$ cat src/rtl/ext_access_pkg.sv
// ext_access_pkg: shared types and constants for the external access controller.
//   state_e          - controller FSM encoding (IDLE / WAIT / RESP)
//   ERR_RDATA        - read data returned to the CPU when an access times out
//   DEF_TIMEOUT_CYC  - default number of WAIT cycles before an access is aborted
package ext_access_pkg;

  typedef enum logic [1:0] {
    ST_IDLE = 2'd0,
    ST_WAIT = 2'd1,
    ST_RESP = 2'd2
  } state_e;

  localparam logic [31:0] ERR_RDATA       = 32'hDEAD_BEEF;
  localparam logic [15:0] DEF_TIMEOUT_CYC = 16'd1000;

endpackage

$ cat src/rtl/ext_access_controller_if.sv
// ext_access_controller_if: CPU-side and target-side signals of the external
// access controller bundled into one interface.
//   CPU side    : daddr, dwdata, we_i, en_slave, en_master -> rdata_o, stall_o, err_o
//   target side : done_slave/done_master, slv_rdata/mst_rdata -> slv_req, mst_req,
//                 ext_addr, ext_wdata, ext_we
// Modports:
//   slave  - the controller's view (answers the CPU, drives the targets)
//   master - the environment's view (CPU plus the two target peripherals)
interface ext_access_controller_if;

  logic [31:0] daddr;
  logic [31:0] dwdata;
  logic [3:0]  we_i;
  logic        en_slave;
  logic        en_master;
  logic        done_slave;
  logic        done_master;
  logic [31:0] slv_rdata;
  logic [31:0] mst_rdata;
  logic        slv_req;
  logic        mst_req;
  logic [31:0] ext_addr;
  logic [31:0] ext_wdata;
  logic [3:0]  ext_we;
  logic [31:0] rdata_o;
  logic        stall_o;
  logic        err_o;

  modport slave (
    input  daddr, dwdata, we_i, en_slave, en_master,
    input  done_slave, done_master, slv_rdata, mst_rdata,
    output slv_req, mst_req, ext_addr, ext_wdata, ext_we,
    output rdata_o, stall_o, err_o
  );

  modport master (
    output daddr, dwdata, we_i, en_slave, en_master,
    output done_slave, done_master, slv_rdata, mst_rdata,
    input  slv_req, mst_req, ext_addr, ext_wdata, ext_we,
    input  rdata_o, stall_o, err_o
  );

endinterface

$ cat src/rtl/ext_timeout_counter.sv
// ext_timeout_counter: 16-bit WAIT-cycle counter for access timeouts.
//   clk, rst_n - clock, asynchronous active-low reset
//   clr        - restart the count at zero (asserted on entry to WAIT)
//   en         - count this cycle (high while in WAIT)
//   expired    - high on the TIMEOUT_CYC-th counted cycle (TIMEOUT_CYC >= 1)
module ext_timeout_counter
  import ext_access_pkg::*;
#(
  parameter logic [15:0] TIMEOUT_CYC = DEF_TIMEOUT_CYC
) (
  input  logic clk,
  input  logic rst_n,
  input  logic clr,
  input  logic en,
  output logic expired
);

  logic [15:0] cnt;

  // cnt holds the number of completed WAIT cycles, so the N-th WAIT cycle
  // sees cnt == N-1; flagging there lets the FSM leave WAIT after exactly N.
  assign expired = (cnt == (TIMEOUT_CYC - 16'd1));

  always_ff @(posedge clk or negedge rst_n) begin
    if (!rst_n)              cnt <= '0;
    else if (clr)            cnt <= '0;
    else if (en && !expired) cnt <= cnt + 16'd1;
  end

endmodule

$ cat src/rtl/ext_access_controller.sv
// ext_access_controller: stalls the CPU while a decoded access is forwarded to
// one of two external targets (slave or master peripheral), then returns the
// target's read data in a single RESP cycle.
//   clk, rst_n - clock, asynchronous active-low reset
//   bus        - ext_access_controller_if.slave (CPU request/response and
//                target req/done/rdata plus latched ext_addr/ext_wdata/ext_we)
// Optional feature: define EXT_ACCESS_TIMEOUT_EN to bound WAIT to TIMEOUT_CYC
// cycles; an expired access answers ERR_RDATA with a one-cycle err_o pulse.
module ext_access_controller
  import ext_access_pkg::*;
#(
  parameter logic [15:0] TIMEOUT_CYC = DEF_TIMEOUT_CYC
) (
  input  logic                     clk,
  input  logic                     rst_n,
  ext_access_controller_if.slave   bus
);

  state_e      state, state_nxt;
  logic        tgt_slv;            // latched target: 1 = slave, 0 = master
  logic [31:0] addr_q, wdata_q, rdata_q;
  logic [3:0]  we_q;
  logic        accept;
  logic        sel_done;
  logic [31:0] sel_rdata;
  logic        timeout;

  assign accept = (state == ST_IDLE) && (bus.en_slave || bus.en_master);

  // Only the latched target's completion is looked at; the other one's
  // done/rdata are ignored for the whole access.
  assign sel_done  = tgt_slv ? bus.done_slave : bus.done_master;
  assign sel_rdata = tgt_slv ? bus.slv_rdata  : bus.mst_rdata;

`ifdef EXT_ACCESS_TIMEOUT_EN
  logic tmo_expired;
  logic err_q;

  ext_timeout_counter #(
    .TIMEOUT_CYC (TIMEOUT_CYC)
  ) u_tmo (
    .clk     (clk),
    .rst_n   (rst_n),
    .clr     (accept),
    .en      (state == ST_WAIT),
    .expired (tmo_expired)
  );

  assign timeout = tmo_expired;

  // err_q is set only on the WAIT->RESP transition caused by a timeout, so it
  // is high for the RESP cycle alone; done on the same cycle wins.
  always_ff @(posedge clk or negedge rst_n) begin
    if (!rst_n) err_q <= 1'b0;
    else        err_q <= (state == ST_WAIT) && !sel_done && tmo_expired;
  end

  assign bus.err_o = err_q;
`else
  wire unused_timeout_cfg = ^TIMEOUT_CYC;
  assign timeout   = 1'b0;
  assign bus.err_o = 1'b0;
`endif

  // Next-state
  always_comb begin
    state_nxt = state;
    case (state)
      ST_IDLE: if (accept)              state_nxt = ST_WAIT;
      ST_WAIT: if (sel_done || timeout) state_nxt = ST_RESP;
      ST_RESP:                          state_nxt = ST_IDLE;
      default:                          state_nxt = ST_IDLE;
    endcase
  end

  // Outputs: stall covers the accepting IDLE cycle plus all of WAIT, which
  // gives the two-cycle minimum when done comes on the first WAIT cycle.
  always_comb begin
    bus.stall_o = 1'b0;
    bus.slv_req = 1'b0;
    bus.mst_req = 1'b0;
    if (accept) bus.stall_o = 1'b1;
    if (state == ST_WAIT) begin
      bus.stall_o = 1'b1;
      bus.slv_req = tgt_slv;
      bus.mst_req = !tgt_slv;
    end
  end

  always_ff @(posedge clk or negedge rst_n) begin
    if (!rst_n) begin
      state   <= ST_IDLE;
      tgt_slv <= 1'b0;
      addr_q  <= '0;
      wdata_q <= '0;
      we_q    <= '0;
      rdata_q <= '0;
    end else begin
      state <= state_nxt;
      // Attributes are captured only at accept, keeping ext_* stable through
      // WAIT. A read (we_i == 0) reaches the target as ext_we == 4'b0000.
      if (accept) begin
        tgt_slv <= bus.en_slave;
        addr_q  <= bus.daddr;
        wdata_q <= bus.dwdata;
        we_q    <= bus.we_i;
      end
      // rdata_o only changes when entering RESP and holds otherwise.
      if (state == ST_WAIT) begin
        if (sel_done)     rdata_q <= sel_rdata;
        else if (timeout) rdata_q <= ERR_RDATA;
      end
    end
  end

  assign bus.ext_addr  = addr_q;
  assign bus.ext_wdata = wdata_q;
  assign bus.ext_we    = we_q;
  assign bus.rdata_o   = rdata_q;

endmodule
$ cat src/flat_wrapper.sv
// flat-port wrapper written by rule: the top's interface ports become plain ports
module ext_access_controller_flat import ext_access_pkg::*;
#(
  parameter logic [15:0] TIMEOUT_CYC = DEF_TIMEOUT_CYC
)
  (clk, rst_n, bus_daddr, bus_dwdata, bus_we_i, bus_en_slave, bus_en_master, bus_done_slave, bus_done_master, bus_slv_rdata, bus_mst_rdata, bus_slv_req, bus_mst_req, bus_ext_addr, bus_ext_wdata, bus_ext_we, bus_rdata_o, bus_stall_o, bus_err_o);
  ext_access_controller_if bus_i ();
  input  logic clk;
  input  logic rst_n;
  input wire logic [$bits(bus_i.daddr)-1:0] bus_daddr;
  input wire logic [$bits(bus_i.dwdata)-1:0] bus_dwdata;
  input wire logic [$bits(bus_i.we_i)-1:0] bus_we_i;
  input wire logic [$bits(bus_i.en_slave)-1:0] bus_en_slave;
  input wire logic [$bits(bus_i.en_master)-1:0] bus_en_master;
  input wire logic [$bits(bus_i.done_slave)-1:0] bus_done_slave;
  input wire logic [$bits(bus_i.done_master)-1:0] bus_done_master;
  input wire logic [$bits(bus_i.slv_rdata)-1:0] bus_slv_rdata;
  input wire logic [$bits(bus_i.mst_rdata)-1:0] bus_mst_rdata;
  output wire logic [$bits(bus_i.slv_req)-1:0] bus_slv_req;
  output wire logic [$bits(bus_i.mst_req)-1:0] bus_mst_req;
  output wire logic [$bits(bus_i.ext_addr)-1:0] bus_ext_addr;
  output wire logic [$bits(bus_i.ext_wdata)-1:0] bus_ext_wdata;
  output wire logic [$bits(bus_i.ext_we)-1:0] bus_ext_we;
  output wire logic [$bits(bus_i.rdata_o)-1:0] bus_rdata_o;
  output wire logic [$bits(bus_i.stall_o)-1:0] bus_stall_o;
  output wire logic [$bits(bus_i.err_o)-1:0] bus_err_o;
  assign bus_i.daddr = bus_daddr;
  assign bus_i.dwdata = bus_dwdata;
  assign bus_i.we_i = bus_we_i;
  assign bus_i.en_slave = bus_en_slave;
  assign bus_i.en_master = bus_en_master;
  assign bus_i.done_slave = bus_done_slave;
  assign bus_i.done_master = bus_done_master;
  assign bus_i.slv_rdata = bus_slv_rdata;
  assign bus_i.mst_rdata = bus_mst_rdata;
  assign bus_slv_req = bus_i.slv_req;
  assign bus_mst_req = bus_i.mst_req;
  assign bus_ext_addr = bus_i.ext_addr;
  assign bus_ext_wdata = bus_i.ext_wdata;
  assign bus_ext_we = bus_i.ext_we;
  assign bus_rdata_o = bus_i.rdata_o;
  assign bus_stall_o = bus_i.stall_o;
  assign bus_err_o = bus_i.err_o;
  ext_access_controller #(.TIMEOUT_CYC(TIMEOUT_CYC)) u_core (.clk(clk), .rst_n(rst_n), .bus(bus_i));
endmodule
$ cat config.mk
export PLATFORM = sky130hd
export DESIGN_NAME = ext_access_controller_flat
export DESIGN_NICKNAME = d
export VERILOG_FILES = /design/src/rtl/ext_access_pkg.sv /design/src/rtl/ext_access_controller_if.sv /design/src/rtl/ext_timeout_counter.sv /design/src/rtl/ext_access_controller.sv /design/src/flat_wrapper.sv
export SDC_FILE = /design/constraint.sdc
export NUM_CORES = 1
export LEC_CHECK = 0
export CORE_ASPECT_RATIO = 1.1
export CORE_MARGIN = 3
export CORE_UTILIZATION = 40
export DETAILED_ROUTE_END_ITERATION = 10
export HOLD_SLACK_MARGIN = 0.06
export PLACE_DENSITY = 0.91
export SKIP_CTS_REPAIR_TIMING = 1
export SYNTH_ARGS = -nofsm -noshare
export SYNTH_HDL_FRONTEND = slang
export SYNTH_HIERARCHICAL = 1
export SYNTH_SLANG_ARGS = --single-unit
$ cat constraint.sdc
create_clock -name clk -period 4.4 [get_ports clk]
set_clock_uncertainty 0.15 [all_clocks]
set_input_delay 0.66 -clock clk [delete_from_list [all_inputs] [get_ports clk]]
set_output_delay 0.66 -clock clk [all_outputs]
set_load 0.03 [all_outputs]
==> impl_metrics.tcl <==
set metrics [dict create \
    run_status "finished clean" \
    power_mw 6.010 \
    p_leak_nw 2.977 \
    ys_types 17 \
    cts.htree.levels 3 \
    numCtsBuffers 9 \
    vdd_ir_drop_max_mv 0.4855 \
    layout_commonest_cell "clkdlybuf4s50_1" \
    vias_per_cell 4.675 \
    r2r-end "u_core/bus.rdata_o[0]$_DFFE_PN0P_" \
    clock_latency_ns 0.33 \
    setup.worst_path.start "bus_en_slave" \
    rows 39 \
    grt_first_pass_wirelength_um 17790 \
    syn_to_final_growth_pct 62.78 \
    portBuffers 240 \
    syn_inst 262 \
    dieArea_sq_um 12380 \
    initial_core_util 0.4184 \
    grt_setup_unrepaired "false" \
    nFillCells 754 \
    postLayoutCellArea_sq_um 7212 \
    place_hpwl_um 8922 \
    die_y_um 116.4 \
    reg2reg_slack_ns 2.19 \
    clockBufferDepth 2 \
    io_pins 242 \
    cp_data_required_time_ns 3.59 \
    worst_slew_pin_slew_ns 0.8968 \
    max_stage_delay_ns 0.67 \
    layout_common_cells "clkdlybuf4s50_1 (239), dfrtp_1 (103), mux2_2 (98), mux2_4 (29), clkbuf_16 (9)" \
    critPathCaptureType "primary output" \
    syn_area_sq_um 4430 \
    slew_violations 0 \
    timing.final.hold_violations 0 \
    grt_pass1_vias 3522 \
    fmax_mhz 339.4 \
    p_per_area_nw_per_um2 833.4 \
    gr-total-overflow 0 \
    critPathMaxFanout 2 \
    slew_headroom 0.4021 \
    cts.sinks 103 \
    final_cells 649 \
    die_w_um 106.3 \
    drv_cap 0 \
    wl_um 11560 \
    syn_avg_cell_area_sq_um 16.91 \
    worst_ep_arrival_time_ns 2.14 \
    n_antenna_cell 0 \
    cpMostUsedCell "clkdlybuf4s50_1" \
    r2r_start "u_core/tgt_slv$_DFFE_PN0P_" \
    cp_slowest_cell "clkdlybuf4s50_1" \
    critical_path.endpoint "bus_stall_o" \
    path_cells "clkdlybuf4s50_1 > nor2_1 > nor3_4 > nand2b_1 > clkdlybuf4s50_1" \
    core_area_sq_um 10590 \
    layout_min_cycle_time_ns 2.947 \
    grt_max_degree 71 \
    syn-num-nets 400 \
    ys_seq_elements 103 \
    reg2reg_depth 4 \
    seq_area_frac_synth 0.5818 \
    gp_congestion 0.7345 \
    cts_tree "done" \
    path_class "in -> out" \
    antenna_found_initial 0 \
    ant_nets 0 \
    path_clk_slew_ns 0.07 \
    hold_path_class "in -> async" \
    hold_ws_ns 0.2058 \
    postPlaceCellArea_sq_um 6887 \
    final_core_util 0.6811 \
    setup_viol 0 \
    firstDrtPassIters 4 \
    drive_gt1_frac 0.2945 \
    yosys_warnings 6 \
    track_usage 0.1851 \
    drc 0 \
    drt_iter0_markers 107 \
    timing.final.crit_share 0.6697 \
    wl_per_cell_um 17.81 \
    cts_root_buf "clkbuf_16" \
    dp.cells 633 \
    nets 639 \
    vias 3034 \
    post-place-ws_ns 1.451 \
    fin_tns_setup_ns 0 \
    critPathLaunchType "primary input" \
    layout_setup_ws_ns 1.453 \
]
synthesized netlist by cell type:
cell	number	area, sq um
buf_6	11	123.9
and3_1	1	6.260
nor2_8	1	20.02
nor3_4	1	16.27
buf_2	2	10.01
mux2i_4	1	22.52
mux2_1	6	67.56
dfrtp_1	103	2577
a31o_2	1	8.760
nor2_1	2	7.510
clkbuf_1	1	3.750
mux2_4	29	435.4
mux2_2	98	1104
nand2b_1	2	12.51
inv_1	1	3.750
buf_4	1	7.510
conb_1	1	3.750
flip-flops by register name, summed over array words and instances, names as in the netlist:
register,count
u_core/tgt_slv,1
u_core/bus.ext_we,4
u_core/bus.ext_wdata,32
u_core/state,2
u_core/bus.ext_addr,32
u_core/bus.rdata_o,32
critical path, delay by kind of cell:
family,cells,cell delay (ns)
simple gates,3,0.32
buf+inv,2,1.15
where the power goes:
group	switching (mW)	internal [mW]
sequential	0.265	1.44
combinational	1.75	1.71
clock	0.314	0.529
per-layer routing:
layer | share of wire | vias to the layer above | GRT usage
met5 | 0 | - | 0
met4 | 0.019 | 0 | 0.05354
met3 | 0.097 | 15 | 0.07463
met2 | 0.53 | 141 | 0.3380
met1 | 0.36 | 1471 | 0.1983
li1 | - | 1407 | -
worst min-delay path by stage:
stage / cells after the start / slack (ns) / to / from
after floorplan: 0 / 0.21 / u_core/bus.ext_addr[0]$_DFFE_PN0P_ / rst_n
after global placement: 1 / 0.32 / u_core/bus.ext_addr[15]$_DFFE_PN0P_ / u_core/bus.ext_addr[15]$_DFFE_PN0P_
after detailed placement: 1 / 0.33 / u_core/bus.ext_addr[16]$_DFFE_PN0P_ / u_core/bus.ext_addr[16]$_DFFE_PN0P_
after CTS: 1 / 0.23 / u_core/bus.ext_wdata[1]$_DFFE_PN0P_ / rst_n
after global routing: 1 / 0.25 / u_core/bus.ext_wdata[1]$_DFFE_PN0P_ / rst_n
final: 1 / 0.21 / u_core/bus.ext_wdata[1]$_DFFE_PN0P_ / rst_n
layout make-up:
cell class              instances  area, sq um  area share
flip-flops and latches        103         2577      0.3574
repair buffers                243         2422      0.3359
multi-input cells             143         1704      0.2363
clock buffers                  13        260.3     0.03609
well taps                     143        178.9     0.02481
clock inverters                 3        65.06    0.009022
inverters                       1        3.754   0.0005205
cells by family (layout without fill, tap and decap cells):
logic type | Yosys count | in the layout | synth area share
muxes | 134 | 134 | 0.3677
DFF | 103 | 103 | 0.5818
buffers and inverters | 16 | 260 | 0.03361
and+or+nand+nor | 7 | 7 | 0.01412
other | 1 | 1 | 0.0008464
AOI/OAI and AO/OA | 1 | 1 | 0.001977
No activity file was read; power rests on OpenSTA's default activity.
